==> src/rtl/rr_mux_pkg.sv <==
// Shared types and helpers for the four-way round-robin mux arbiter.
// No logic of its own; constants, the FSM state type and pointer increment.
// No flow control here; see rr_mux_arbiter for the handshake.
package rr_mux_pkg;

  localparam int NREQ  = 4;
  localparam int IDX_W = 2;

  typedef enum logic {
    ARB    = 1'b0,
    LOCKED = 1'b1
  } state_t;

  // Next requester after idx, wrapping 3 -> 0.
  function automatic logic [IDX_W-1:0] rr_next(input logic [IDX_W-1:0] idx);
    return idx + IDX_W'(1);
  endfunction

endpackage

==> src/rtl/rr_mux_arbiter_rr_pick.sv <==
// Rotating priority encoder: first set req bit scanning from prio upward, mod 4.
// Purely combinational, zero latency.
// No flow control; the caller gates the grant with its own load enable.
module rr_pick
  import rr_mux_pkg::*;
(
  input  logic [NREQ-1:0]  req,
  input  logic [IDX_W-1:0] prio,
  output logic             any,
  output logic [IDX_W-1:0] idx
);

  logic [IDX_W-1:0] cand;

  // Scan prio, prio+1, ... and keep the first requester found.
  always_comb begin
    any  = 1'b0;
    idx  = prio;
    cand = prio;
    for (int i = 0; i < NREQ; i++) begin
      cand = prio + IDX_W'(i);
      if (!any && req[cand]) begin
        any = 1'b1;
        idx = cand;
      end
    end
  end

endmodule

==> src/rtl/rr_mux_arbiter.sv <==
// Four-requester round-robin arbiter steering the winner's data into one output register.
// Latency: word accepted in cycle N is on out_data with out_valid in cycle N+1.
// Backpressure: in_ready only when the output register is empty or draining; optional
// burst lock (in_last) enabled by defining RR_MUX_LOCK_EN.
module rr_mux_arbiter
  import rr_mux_pkg::*;
#(
  parameter int W = 4
) (
  input  logic                    clk,
  input  logic                    reset_n,
  input  logic [NREQ-1:0]         in_valid,
  input  logic [NREQ-1:0][W-1:0]  in_data,
  input  logic [NREQ-1:0]         in_last,
  output logic [NREQ-1:0]         in_ready,
  output logic [IDX_W-1:0]        sel,
  output logic                    out_valid,
  output logic [W-1:0]            out_data,
  output logic [IDX_W-1:0]        out_src,
  input  logic                    out_ready
);

  state_t           state;
  logic [IDX_W-1:0] prio;
  logic [IDX_W-1:0] lock_id;
  logic [IDX_W-1:0] sel_q;
  logic [NREQ-1:0]  elig;
  logic             any;
  logic [IDX_W-1:0] win;
  logic             load_en;
  logic             xfer;

`ifndef RR_MUX_LOCK_EN
  // Burst markers only matter when locking is built in.
  logic unused_last;
  assign unused_last = ^in_last;
`endif

  assign load_en = !out_valid || out_ready;

  // While locked only the burst owner may compete; in ARB everyone may.
  always_comb begin
    elig = in_valid;
    if (state == LOCKED) elig = in_valid & (NREQ'(1) << lock_id);
  end

  rr_pick u_pick (
    .req  (elig),
    .prio (prio),
    .any  (any),
    .idx  (win)
  );

  assign xfer = reset_n && any && load_en;

  // Grant is one-hot to the winner, and never while in reset.
  always_comb begin
    in_ready = '0;
    if (xfer) in_ready[win] = 1'b1;
  end

  // Mux select follows the live winner, otherwise the last granted index.
  always_comb begin
    sel = sel_q;
    if (!reset_n)  sel = '0;
    else if (any)  sel = win;
  end

  // Output register, priority pointer and lock FSM.
  always_ff @(posedge clk or negedge reset_n) begin
    if (!reset_n) begin
      state     <= ARB;
      prio      <= '0;
      lock_id   <= '0;
      sel_q     <= '0;
      out_valid <= 1'b0;
      out_data  <= '0;
      out_src   <= '0;
    end else if (xfer) begin
      out_valid <= 1'b1;
      out_data  <= in_data[win];
      out_src   <= win;
      sel_q     <= win;
`ifdef RR_MUX_LOCK_EN
      if (in_last[win]) begin
        state <= ARB;
        prio  <= rr_next(win);
      end else begin
        state   <= LOCKED;
        lock_id <= win;
      end
`else
      prio <= rr_next(win);
`endif
    end else if (out_ready) begin
      out_valid <= 1'b0;
    end
  end

endmodule

==> config.mk <==
export PLATFORM = sky130hd
export DESIGN_NAME = rr_mux_arbiter
export DESIGN_NICKNAME = d
export VERILOG_FILES = /design/src/rtl/rr_mux_pkg.sv /design/src/rtl/rr_mux_arbiter_rr_pick.sv /design/src/rtl/rr_mux_arbiter.sv
export SDC_FILE = /design/constraint.sdc
export NUM_CORES = 1
export LEC_CHECK = 0
export ABC_CLOCK_PERIOD_IN_PS = 1700
export CAP_MARGIN = 20
export CORE_UTILIZATION = 35
export DETAILED_ROUTE_END_ITERATION = 6
export GPL_TIMING_DRIVEN = 0
export PLACE_DENSITY_LB_ADDON = 0.1
export SETUP_SLACK_MARGIN = 0.15
export SYNTH_ARGS = -nofsm -noshare
export SYNTH_HDL_FRONTEND = slang
export SYNTH_SLANG_ARGS = --single-unit
==> constraint.sdc <==
create_clock -name clk -period 1.7 [get_ports clk]
set_input_delay 0.255 -clock clk [delete_from_list [all_inputs] [get_ports clk]]
set_output_delay 0.255 -clock clk [all_outputs]
set_load 0.005 [all_outputs]
---- After elaboration in Yosys (flattened, before gate mapping) ----
Cells that the tools add are included.
storage, ports and cells
  ROM bits ................................ 0
  memories kept ........................... 0
  flip-flop bits (word level) ............. 9
  memory bits (writable) .................. 0
  word-level logic and storage cells ...... 53
  bits in latches ......................... 0
operators by class
  shift-type cells ........................ 1
  multiplexer cells ....................... 25
  div/mod/pow operators ................... 0
  add/subtract/negate cells ............... 4
  bitwise operators ....................... 1
  multiply operators ...................... 0
  eq/ne operators ......................... 0
  $lt $le $gt $ge ......................... 6
  reduce and logical (&&, ||, !) cells .... 12
operator list
  cell                                                                                 number
  2-bit by 3-bit < comparator with 1-bit output, second input constant                 5
  4-bit 2-to-1 mux                                                                     3
  1-bit 2-to-1 mux                                                                     11
  2-bit 2-to-1 mux                                                                     5
  1-bit binary-select mux with 2-bit select                                            4
  4-bit binary-select mux with 2-bit select                                            1
  1-bit logical AND                                                                    6
  2-bit by 1-bit adder with 2-bit output, second input constant                        2
  2-bit adder, second input constant                                                   2
  4-bit AND                                                                            1
  1-bit zero test                                                                      4
  1-bit by 2-bit left shift with 4-bit output, first input constant                    1
  1-bit demux with 2-bit select                                                        1
  2-bit by 1-bit greater-or-equal comparator with 1-bit output, second input constant  1
  2-bit nonzero test                                                                   1
  1-bit logical OR                                                                     1

---- Depth between registers and ports, before layout ----
  word-level depth ........................ 20
  depth in mapped cells ................... 6
  depth with buffers taken out ............ 5

---- Cells and area by module ----
Synthesis repeated with hierarchy kept, for this count alone.
second synthesis, totals
  cell total of the unflattened synthesis .. 58
  area, all modules ....................... 660.6 sq um
modules (own cells, without submodules)
  module          cells each  instances  area an instance (sq um)  seq. area each (sq um)
  rr_mux_arbiter  42          1          564.3                     225.2
  rr_pick         16          1          96.3                      0.0

---- Worst setup path after synthesis ----
OpenSTA, ideal clock, no wires.
  path kind ............................... flip-flop to output port
  start ................................... reg prio[0]
  end ..................................... out sel[1]
  data arrival time ....................... 1325 ps
  stages on the path, launching flop included .. 7
  path slack .............................. 120 ps
  cell sequence ........................... dfrtp_1 -> nor2b_1 -> o21ai_0 -> nand2_1 -> buf_2 -> inv_1 -> a211oi_1
on the way
  word-level cells in the longest chain between the ends .. 14
  elaborated cells between the ends (all ways) .. 26
RTL lines
  item                                                                             RTL line              source
  start: declaration                                                               rr_mux_arbiter.sv:24  logic [IDX_W-1:0] prio;
  start signal: assignment                                                         rr_mux_arbiter.sv:93  prio <= rr_next(win);
  branches (longest 12 deep; another with 2-bit by 1-bit adder with 2-bit output)  -
  2-bit 2-to-1 mux *                                                               rr_mux_arbiter.sv:66  else if (any) sel = win;
  2-bit 2-to-1 mux *                                                               rr_mux_arbiter.sv:65  if (!reset_n) sel = '0;
  end: declaration                                                                 rr_mux_arbiter.sv:16  output logic [IDX_W-1:0] sel,
Every way passes the cells marked *. The select of a mux whose other input is x is not followed.

---- Worst setup path after layout ----
  start ................................... reg prio[1]
  end ..................................... out in_ready[0]
on the way
  word-level cells in the longest chain between the ends .. 17
  elaborated cells between the ends (all ways) .. 32
RTL lines
  item                                                                                    RTL line              source
  branches (longest 16 deep; another with 2-bit by 3-bit < comparator with 1-bit output)  -
  4-bit 2-to-1 mux *                                                                      rr_mux_arbiter.sv:59  if (xfer) in_ready[win] = 1'b1;
  end: declaration                                                                        rr_mux_arbiter.sv:15  output logic [NREQ-1:0] in_ready,
Marks and branches as above.

==> impl_metrics.py <==
metrics = {
    "global_route": {
        "antenna_found_initial": 0,
        "gr-total-overflow": 0,
        "grt_pass1_vias": 677,
        "grt_max_degree": 14,
        "grt_pass1_wl_mm": 3.201,
        "grt_usage_pct": 23.89,
    },
    "cells_and_area": {
        "antenna_cells": 0,
        "final_common_cell": "clkdlybuf4s50_1",
        "fin_nets": 148,
        "drive_above_1_share_pct": 40.83,
        "final_area_um2": 1191,
        "fill_cells": 116,
        "final_core_util_pct": 76.40,
        "syn_to_final_growth_pct": 95.48,
        "mostFrequentLayoutCells": "clkdlybuf4s50_1 (24), buf_4 (11), nand2_1 (9)",
        "final_cell_count_no_fill": 136,
    },
    "timing": {
        "hold_slack_ns": 0.08035,
        "rsz0062_at_grt": "yes",
        "tightest_slew_ns": 0.5675,
        "slew_headroom_pct": 62.17,
        "drv_slew": 0,
        "fmax_mhz": 506.8,
        "layout_setup_ws_ns": -0.2730,
        "skew_ns": 0.002286,
        "fin_crit_ns": 1.973,
        "fin_crit_sh_pct": 116.1,
        "hold_viol": 0,
        "finalSetupViolations": 11,
    },
    "setup_path": {
        "crit_family": "simple AND/OR/NAND/NOR gates",
        "cp_cell_sequence": "or3_1 -> nand4b_1 -> nand2_2 -> buf_8 -> buf_12 -> nor2_4 -> buf_2",
        "reg2reg_slack_ns": -0.23,
        "r2r_cells": 9,
        "cp_slowest_cell": "dfrtp_2",
        "cp-start-kind": "register",
        "startpoint": "prio[1]",
        "cp.depth": 7,
        "cp.arrival_ns": 1.72,
        "worst-setup-path-type": "reg -> out",
        "worstSetupEndpointType": "primary output",
        "critPathMaxStageDelay_ns": 0.44,
        "cp_max_fo": 6,
        "crit_path_end": "in_ready[0]",
        "critical_path_buf_inv_count": 3,
        "timing.rr.start": "prio[1]",
        "r2r-end": "out_data[2]",
        "required_ns": 1.44,
    },
    "clock_network": {
        "clkLatencyLatePin_ns": 0.27,
        "clockBufferDepth": 2,
        "cts-root-buf": "clkbuf_4",
        "clk_pin_slew_worst_paths_ns": 0.07,
        "cts_made_buffers": 3,
        "ctsHoldBuffers": 0,
        "cts_tree": "yes",
        "htreeDepth": 1,
        "cts_sinks": 9,
    },
    "worst_hold_path": {
        "holdCritPathClass": "in -> async",
    },
    "yosys": {
        "syn_nets": 94,
        "synth_warnings": 3,
        "ys_seq_area_share_pct": 36.96,
        "netlist_instances": 67,
        "ys_ff_latch": 9,
        "synth.avg_cell_area_um2": 9.095,
        "ys.flop_type": "dfrtp_1",
        "syn_area_um2": 609.3,
        "synth_edf_count": 0,
        "synthDistinctLibCells": 26,
        "async_flop_share_pct": 100.0,
    },
    "placement": {
        "io_buffers": 35,
        "post-place-cells": 118,
        "dpl.hpwl_mm": 1.240,
        "postPlaceCellArea_um2": 982.2,
        "gp_congestion": 0.7408,
    },
    "floorplanning": {
        "fp.dieH_um": 43.73,
        "rows": 14,
        "die_area_um2": 1912,
        "ios": 40,
        "fp.dieW_um": 43.73,
        "coreArea_um2": 1559,
        "start_util_pct": 39.09,
    },
    "drt": {
        "first_pass_iters": 6,
        "wl_per_cell_um": 15.51,
        "ant_nets": 0,
        "wl_mm": 2.110,
        "drcViolationCount": 2,
        "post_drt_via_cell_ratio": 5.257,
        "drt_iter0_drc": 8,
        "vias": 715,
    },
    "pwr": {
        "seqPwrFrac_pct": 25.2,
        "intPower_mw": 0.9242,
        "clkPwrFrac_pct": 12.5,
        "p_leak_nw": 0.5529,
        "power_density_nw_per_um2": 1198,
        "switchingPower_mw": 0.5023,
        "combinationalPowerShare_pct": 62.3,
        "total_power_mw": 1.427,
        "ir_drop_uv": 684.7,
        "p_sw_share_pct": 35.21,
    },
    "status": {
        "violations": "design-rule violations, negative setup slack",
        "status": "complete, but fails checks",
    },
    "flow_run": {
        "cap_violations": 0,
    },
}
layer usage:
layer,up-vias,global-route usage (%),wire length (µm)
li1,346,-,-
met3,0,7.083,128
met2,29,39.10,1108
met5,-,0,0
met1,340,30.97,873
met4,0,5.625,0
Yosys cell counts (all sizes together) (2+ instances only):
cell	number	area, µm²
buf	3	21.27
dfrtp	9	225.2
inv	3	11.26
mux2i	8	80.08
nand2	11	41.29
nand2b	2	20.02
nor2	6	22.52
nor2b	2	12.51
o21ai	5	25.02
o221ai	5	43.79
final cells by class:
class	count	area (µm²)	share of cell area, %
Inverter	3	13.76	1.155
Clock buffer	4	26.28	2.206
Tap cell	16	20.02	1.681
Multi-Input combinational cell	52	432.9	36.34
Buffer	3	37.54	3.151
Timing Repair Buffer	49	434.2	36.45
Sequential cell	9	226.5	19.01
kinds of logic (layout without fill, tap and decap cells):
family / count (synthesis) / in the layout / synth area share, %
AOI/OAI and AO/OA: 13 / 13 / 15.20
DFF: 9 / 9 / 36.96
buffers and inverters: 6 / 59 / 5.339
and+or+nand+nor: 29 / 29 / 26.08
xor gates and xnor gates: 1 / 1 / 1.438
muxes: 9 / 9 / 14.99
sequential cells by signal (all words and copies together) (netlist names):
signal,flops
out_data,4
out_valid,1
prio,2
out_src,2
worst min path at each step:
stage | end | slack [ns] | cells past startpoint
after CTS | out_src[0] | 0.08 | 1
after floorplan | out_data[0] | -0.04 | 0
final | prio[0] | 0.08 | 1
after global placement | out_data[1] | 0.48 | 2
after detailed placement | out_data[1] | 0.48 | 2
after global routing | out_src[0] | 0.11 | 1
repair_timing:
action,4_1_cts,5_1_grt
setup buffers,11,3
gates resized for setup,65,6
endpoints found under the setup margin,14,14
cloned,0,0
pin swaps,7,1
through the flow:
| stage | setup TNS [ns] | worst slack [ns] |
|---|---|---|
| floorplan | 0 | 0.1501 |
| CTS | -1.803 | -0.2205 |
| global placement | -8.034 | -0.9013 |
| finish | -2.273 | -0.2730 |
| global route | -2.999 | -0.3268 |
| detailed placement | -7.823 | -0.9013 |
worst reg2reg max path, cell delays in order, from the launching register on:
cell and delay, ns:
dfrtp_2 0.44, or3_1 0.33, nand4b_1 0.13, nand2_2 0.08, buf_8 0.15, buf_12 0.12
buf_4 0.13, buf_8 0.13, mux2i_1 0.18, o221ai_1 0.12
power groups by stage:
stage | Clock, mW | Combinational (mW) | Sequential (mW)
final | 0.178 | 0.889 | 0.360
after floorplan | 0 | 0.301 | 0.351
after global placement | 0 | 0.570 | 0.354
after global routing | 0.195 | 0.948 | 0.367
after detailed placement | 0 | 0.582 | 0.356
after CTS | 0.178 | 0.830 | 0.355
Power figures use the tool's default switching activity.
